## config.mk

```make
export PLATFORM = sky130hd
export DESIGN_NAME = rtc_bus_writer
export DESIGN_NICKNAME = d
export VERILOG_FILES = /design/src/rtl/rtc_bus_writer_pkg.sv /design/src/rtl/rtc_phase_timer.sv /design/src/rtl/rtc_bus_writer.sv
export SDC_FILE = /design/constraint.sdc
export NUM_CORES = 1
export LEC_CHECK = 0
export BUFFER_PORTS_ARGS = -buffer_cell sky130_fd_sc_hd__buf_2
export CAP_MARGIN = 20
export CORE_AREA = 2 2 79 81
export DETAILED_ROUTE_END_ITERATION = 10
export DIE_AREA = 0 0 81 83
export GPL_ROUTABILITY_DRIVEN = 1
export PLACE_DENSITY = 0.57
export SYNTH_ARGS = -nofsm -noshare
export SYNTH_HDL_FRONTEND = slang
export SYNTH_SLANG_ARGS = --single-unit
```

## constraint.sdc

```tcl
create_clock -name clk -period 4.45 [get_ports clk]
set_input_delay 0.445 -clock clk [delete_from_list [all_inputs] [get_ports clk]]
set_output_delay 0.445 -clock clk [all_outputs]
set_load 0.05 [all_outputs]
```

## src/rtl/rtc_bus_writer_pkg.sv

```systemverilog
// Shared definitions for the RTC bus blocks.
//   - state_t      : write-side FSM state encoding
//   - T_*_DEF      : default bus timing in clk cycles
//   - ADDR_*       : RTC register address map; ADDR_NOP marks an edit slot with no register
//   - phase_load() : timer load value for a phase lasting t cycles
package rtc_bus_writer_pkg;

    typedef enum logic [3:0] {
        IDLE    = 4'd0,
        A_SET   = 4'd1,
        A_WR    = 4'd2,
        A_HLD   = 4'd3,
        D_SET   = 4'd4,
        D_WR    = 4'd5,
        D_HLD   = 4'd6,
        DONE    = 4'd7,
        RELEASE = 4'd8
    } state_t;

    localparam int unsigned T_SETUP_DEF = 2;
    localparam int unsigned T_PULSE_DEF = 4;
    localparam int unsigned T_HOLD_DEF  = 2;

    localparam logic [7:0] ADDR_NOP       = 8'h00;
    localparam logic [7:0] ADDR_SEC       = 8'h21;
    localparam logic [7:0] ADDR_MIN       = 8'h22;
    localparam logic [7:0] ADDR_HR        = 8'h23;
    localparam logic [7:0] ADDR_DAY       = 8'h24;
    localparam logic [7:0] ADDR_MON       = 8'h25;
    localparam logic [7:0] ADDR_YR        = 8'h26;
    localparam logic [7:0] ADDR_TMR_SEC   = 8'h41;
    localparam logic [7:0] ADDR_TMR_MIN   = 8'h42;
    localparam logic [7:0] ADDR_TMR_HR    = 8'h43;

    // The timer counts down to zero inclusive, so a phase of t cycles loads t-1.
    function automatic logic [3:0] phase_load(input int unsigned t);
        return 4'(t - 1);
    endfunction

endpackage

```

## src/rtl/rtc_phase_timer.sv

```systemverilog
// Loadable 4-bit down-counter with zero flag; paces bus phases.
//   clk, reset : clock, synchronous active-high reset (count -> 0)
//   load       : load load_val this cycle (takes priority over counting)
//   load_val   : value to load
//   zero       : count is 0 (counter holds at 0 until reloaded)
module rtc_phase_timer (
    input  logic       clk,
    input  logic       reset,
    input  logic       load,
    input  logic [3:0] load_val,
    output logic       zero
);

    logic [3:0] count;

    always_ff @(posedge clk) begin
        if (reset) begin
            count <= 4'd0;
        end else if (load) begin
            count <= load_val;
        end else if (count != 4'd0) begin
            count <= count - 4'd1;
        end
    end

    assign zero = (count == 4'd0);

endmodule

```

## src/rtl/rtc_bus_writer.sv

```systemverilog
// One multiplexed address/data write cycle to the RTC chip per request.
//   clk, reset : clock, synchronous active-high reset
//   escribe    : request level from the edit FSM, held until fin is seen
//   dir_out    : RTC register address (0x00 = no-op slot)
//   dato_out   : BCD data byte
//   fin        : one-cycle completion pulse
//   busy       : request accepted and not yet finished
//   rtc_cs_n, rtc_wr_n, rtc_rd_n, rtc_a_d, rtc_ad : RTC bus pins (all registered)
//   ad_oe      : enable for the rtc_ad pad driver
//
// state   | meaning
// IDLE    | waiting for escribe; captures address/data
// A_SET   | address on AD, a_d=0, before the WR strobe
// A_WR    | WR low for the address phase
// A_HLD   | address held after WR rises
// D_SET   | data on AD, a_d=1, before the WR strobe
// D_WR    | WR low for the data phase
// D_HLD   | data held after WR rises
// DONE    | fin pulse, bus released
// RELEASE | wait for escribe to drop so one request makes one write
module rtc_bus_writer
    import rtc_bus_writer_pkg::*;
#(
    parameter int unsigned T_SETUP = T_SETUP_DEF,
    parameter int unsigned T_PULSE = T_PULSE_DEF,
    parameter int unsigned T_HOLD  = T_HOLD_DEF
) (
    input  logic       clk,
    input  logic       reset,
    input  logic       escribe,
    input  logic [7:0] dir_out,
    input  logic [7:0] dato_out,
    output logic       fin,
    output logic       busy,
    output logic       rtc_cs_n,
    output logic       rtc_wr_n,
    output logic       rtc_rd_n,
    output logic       rtc_a_d,
    output logic [7:0] rtc_ad,
    output logic       ad_oe
);

    localparam logic [3:0] LD_SETUP = phase_load(T_SETUP);
    localparam logic [3:0] LD_PULSE = phase_load(T_PULSE);
    localparam logic [3:0] LD_HOLD  = phase_load(T_HOLD);

    state_t     state;
    logic [7:0] data_q;
    logic       nop_q;
    logic       tmr_load;
    logic [3:0] tmr_val;
    logic       tmr_zero;

    // Reload the timer on every state entry with the length of the state being entered.
    always_comb begin
        tmr_load = 1'b0;
        tmr_val  = 4'd0;
        case (state)
            IDLE: begin
                if (escribe && !nop_q && dir_out != ADDR_NOP) begin
                    tmr_load = 1'b1;
                    tmr_val  = LD_SETUP;
                end
            end
            A_SET, D_SET: begin
                tmr_load = tmr_zero;
                tmr_val  = LD_PULSE;
            end
            A_WR, D_WR: begin
                tmr_load = tmr_zero;
                tmr_val  = LD_HOLD;
            end
            A_HLD: begin
                tmr_load = tmr_zero;
                tmr_val  = LD_SETUP;
            end
            default: begin
                tmr_load = 1'b0;
                tmr_val  = 4'd0;
            end
        endcase
    end

    rtc_phase_timer u_timer (
        .clk      (clk),
        .reset    (reset),
        .load     (tmr_load),
        .load_val (tmr_val),
        .zero     (tmr_zero)
    );

    // Bus pins change only on *_SET entry; wr_n moves alone on *_WR entry/exit,
    // so the strobe edge never coincides with an address/data/cs change.
    always_ff @(posedge clk) begin
        if (reset) begin
            state    <= IDLE;
            data_q   <= 8'd0;
            nop_q    <= 1'b0;
            fin      <= 1'b0;
            busy     <= 1'b0;
            rtc_cs_n <= 1'b1;
            rtc_wr_n <= 1'b1;
            rtc_rd_n <= 1'b1;
            rtc_a_d  <= 1'b0;
            rtc_ad   <= 8'd0;
            ad_oe    <= 1'b0;
        end else begin
            fin <= 1'b0;
            case (state)
                IDLE: begin
                    if (nop_q) begin
                        // No-op slot: one accepted cycle, then complete without touching the bus.
                        nop_q <= 1'b0;
                        state <= DONE;
                        fin   <= 1'b1;
                        busy  <= 1'b0;
                    end else if (escribe) begin
                        data_q <= dato_out;
                        busy   <= 1'b1;
                        if (dir_out == ADDR_NOP) begin
                            nop_q <= 1'b1;
                        end else begin
                            // rtc_ad itself holds the captured address for the address phase.
                            state    <= A_SET;
                            rtc_cs_n <= 1'b0;
                            rtc_a_d  <= 1'b0;
                            rtc_ad   <= dir_out;
                            ad_oe    <= 1'b1;
                        end
                    end
                end
                A_SET: begin
                    if (tmr_zero) begin
                        state    <= A_WR;
                        rtc_wr_n <= 1'b0;
                    end
                end
                A_WR: begin
                    if (tmr_zero) begin
                        state    <= A_HLD;
                        rtc_wr_n <= 1'b1;
                    end
                end
                A_HLD: begin
                    if (tmr_zero) begin
                        state   <= D_SET;
                        rtc_a_d <= 1'b1;
                        rtc_ad  <= data_q;
                    end
                end
                D_SET: begin
                    if (tmr_zero) begin
                        state    <= D_WR;
                        rtc_wr_n <= 1'b0;
                    end
                end
                D_WR: begin
                    if (tmr_zero) begin
                        state    <= D_HLD;
                        rtc_wr_n <= 1'b1;
                    end
                end
                D_HLD: begin
                    if (tmr_zero) begin
                        state    <= DONE;
                        fin      <= 1'b1;
                        busy     <= 1'b0;
                        rtc_cs_n <= 1'b1;
                        rtc_a_d  <= 1'b0;
                        rtc_ad   <= 8'd0;
                        ad_oe    <= 1'b0;
                    end
                end
                DONE: begin
                    state <= RELEASE;
                end
                RELEASE: begin
                    if (!escribe) begin
                        state <= IDLE;
                    end
                end
                default: begin
                    state <= IDLE;
                end
            endcase
        end
    end

endmodule

```

==> metrics.md <==
| Metric | Value |
|---|---|
| Yosys reg bits | `31` |
| Highest-count cells in the layout ignoring fill and taps | `32 x buf_2, 31 x dfxtp_1, 26 x nor2_1` |
| Worst R2R End | `u_timer.count[1]` |
| Final hold viol count | `0` |
| Max H-tree Level | `2` |
| Max_slew headroom | `between 50% and 60%` |
| Outcome | `finished clean` |
| Clk pin slew, worst setup/hold paths | `roughly 0.07 ns` |
| FF-to-FF path depth | `5` |
| Post-synth top area cell | `dfxtp_1` |
| Max Cap Viol | `0` |
| Worst slew pin tran | `~0.68 ns` |
| Prevailing post-synth register cell | `dfxtp_1` |
| Register-to-register setup slack | `about 2.0 ns` |
| First-pass GRT wire length | `6350 microns` |
| Grt ovf | `0` |
| YS warnings | `0` |
| CTS buffer count | `5` |
| Total Wirelength | `~3900 microns` |
| CTS root buffer | `clkbuf_8` |
| Mapped Area | `between 1500 and 2000 sq um` |
| Initial DRC count | `around 150` |
| Crit-path max FO | `21` |
| RSZ-0062 raised after global routing | `false` |
| Remaining antenna violation count | `0` |
| Row cnt | `28` |
| Fin crit share | `between 50 and 60%` |
| Routed length per instance | `between 10 and 15 microns` |
| Antenna violations before repair | `0` |
| Clock Latency Late Sink | `0.28 ns` |
| Layout area overhead | `18.7%` |
| PD cells | `between 600 and 700 nW/um^2` |
| Crit. Startpoint | `state[2]` |
| DIE HEIGHT | `slightly above 80 microns` |
| Area contributors post-synth | `dfxtp_1 39%, mux2i_1 11%, o21ai_0 6.5%` |
| CP max-delay cell | `nand3_1` |
| TritonCTS clock tree | `built` |
| TritonCTS Sinks | `31` |
| Io pins | `34` |
| Fmax | `~0.4 GHz` |
| GRT Overall Usage | `a little under an eighth` |
| Worst Clk Skew | `approximately 0.0042 ns` |
| Die area | `between 6000 and 7000 sq um` |
| Core ar. | `5820 sq um` |
| Post-CTS Setup Inserts | `0` |
| Peak supply drop | `0.242 mV` |
| Hold Buf Count CTS | `0` |
| Crit. End Element | `register` |
| Placed Area | `approximately 1800 sq um` |
| Commonest non-fill, non-tap cell in the layout | `buf_2` |
| Kind of critical path | `register to register` |
| Fin. max-slew vios | `0` |
| Final core utilization | `32.9%` |
| Post-Synthesis Cells | `~190` |
| Fin nets | `between 200 and 250` |
| Post-cts gate resize count | `0` |
| Via density per instance | `approximately 5.0` |
| Final setup vio count | `0` |
| Critical register-to-register path startpoint | `state[2]` |
| CTS Buffer Depth | `2` |
| Type of origin of the critical path | `register` |
| Vias in the first global route | `between 1,000 and 1,500` |
| Net count after synthesis | `between 200 and 250` |
| Largest net degree at the start of global routing | `35` |
| P_leak | `0.000799 uW` |
| Async SR Flop Fraction | `0%` |
| Initial Utilization | `between 20% and 30%` |
| TritonRoute pass-1 iters | `4` |
| Number of flops mapped to enable cells by yosys | `0` |
| Arr. time, crit path | `between 2 and 3 ns` |
| Critical path endpoint | `u_timer.count[1]` |
| Sum Neg Setup Slack | `0 ns` |
| Sequential share of the synthesized area | `38.6%` |
| Final min period | `around 2.5 ns` |
| Vias | `between 1,000 and 1,500` |
| Share of the synthesized area in the top cell type | `between 30% and 40%` |
| Share of cells above drive strength 1 | `a little over a fifth` |
| Yosys cell types | `42` |
| Port Buffer Count | `32` |
| Die W | `approximately 81 microns` |
| DRC viols | `0` |
| Critical path's largest stage delay | `0.58 ns` |
| Hpwl dp | `around 2700 microns` |
| Ant. Diodes | `0` |
| WP data required | `approximately 4.6 ns` |
| Hold depth | `3` |
| GP Congestion | `between 0.8 and 0.9` |
| Avg Cell Area, Syn | `8.51 sq um` |
| Post-Layout Inst Area | `roughly 1900 sq um` |
| CP cell instances | `nor3_1 > nand3_1 > o21ai_0 > mux2i_1 > nor2_1` |
| Worst min path class | `input port to register` |
[cells by family after synthesis]
family                     share of synthesized area (%)
and+or+nand+nor                                     21.4
AOI/OAI and AO/OA                                   19.1
DFF                                                 38.6
buffers and inverters                               5.75
muxes                                               11.3
xor gates and xnor gates                            2.18
adders and majority gates                           1.55
other                                              0.233
[where the power goes]
group	total, uW	leakage (uW)	switching (uW)	internal (uW)
registers	431	0.000254	82.8	348
logic	589	0.000483	370	219
clock network	289	0.0000612	108	181
total	1310	0.000799	561	748
[worst max-delay path, delay by kind of cell, from the launching register on]
kind	cells	cell delay [ns]
muxes	1	0.22
AOI/OAI and AO/OA	1	0.46
and+or+nand+nor	3	1.15
DFF	1	0.52
[synthesized netlist by cell type (all sizes together), types with 3 or more instances]
cell / n
nor2: 26
nor3: 8
or4: 3
a22oi: 8
xnor2: 4
nand2: 3
o21ai: 21
clkbuf: 10
nor4: 6
buf: 5
inv: 6
dfxtp: 31
a21oi: 7
nand3: 6
mux2i: 17
[sequential cells by signal, indices dropped and copies added (netlist names), 4 cells and up]
register / flops
data_q: 8
rtc_ad: 8
state: 4
u_timer.count: 4
[worst min-delay path by stage]
stage           startpoint        end  slack (ns)
2_1_floorplan    data_q[0]  data_q[0]        0.46
3_3_place_gp     rtc_ad[1]  rtc_ad[1]        0.48
3_5_place_dp       rtc_a_d    rtc_a_d        0.47
4_1_cts        dato_out[6]  data_q[6]        0.39
5_1_grt        dato_out[1]  data_q[1]        0.39
6_report       dato_out[6]  data_q[6]        0.39
[metrics by stage]
stage	setup slack, ns	std cells	total power, uW	hold slack [ns]
finish	1.97	289	1310	0.389
global route	1.73	289	1410	0.394
CTS	2.01	289	1310	0.391
detailed placement	2.03	281	1020	0.471
global placement	2.13	281	1020	0.476
floorplan	2.61	189	915	0.464
[cell type report]
class | count | area, sq um
clock inverter | 2 | 35.0
fill | 635 | 3910
inverter | 6 | 22.5
multi-input combinational | 137 | 896
sequential | 31 | 621
tap | 75 | 93.8
timing repair buffer | 32 | 160
clock buffer | 6 | 82.6
[layer usage]
layer	global-route usage (%)	wire length, microns	part of all wire, %
met4	4.16	55	1.4
met5	0	0	0
met2	17.9	1790	46
met3	3.59	167	4.3
met1	16.1	1870	48
No activity file was read; power rests on OpenSTA's default activity.
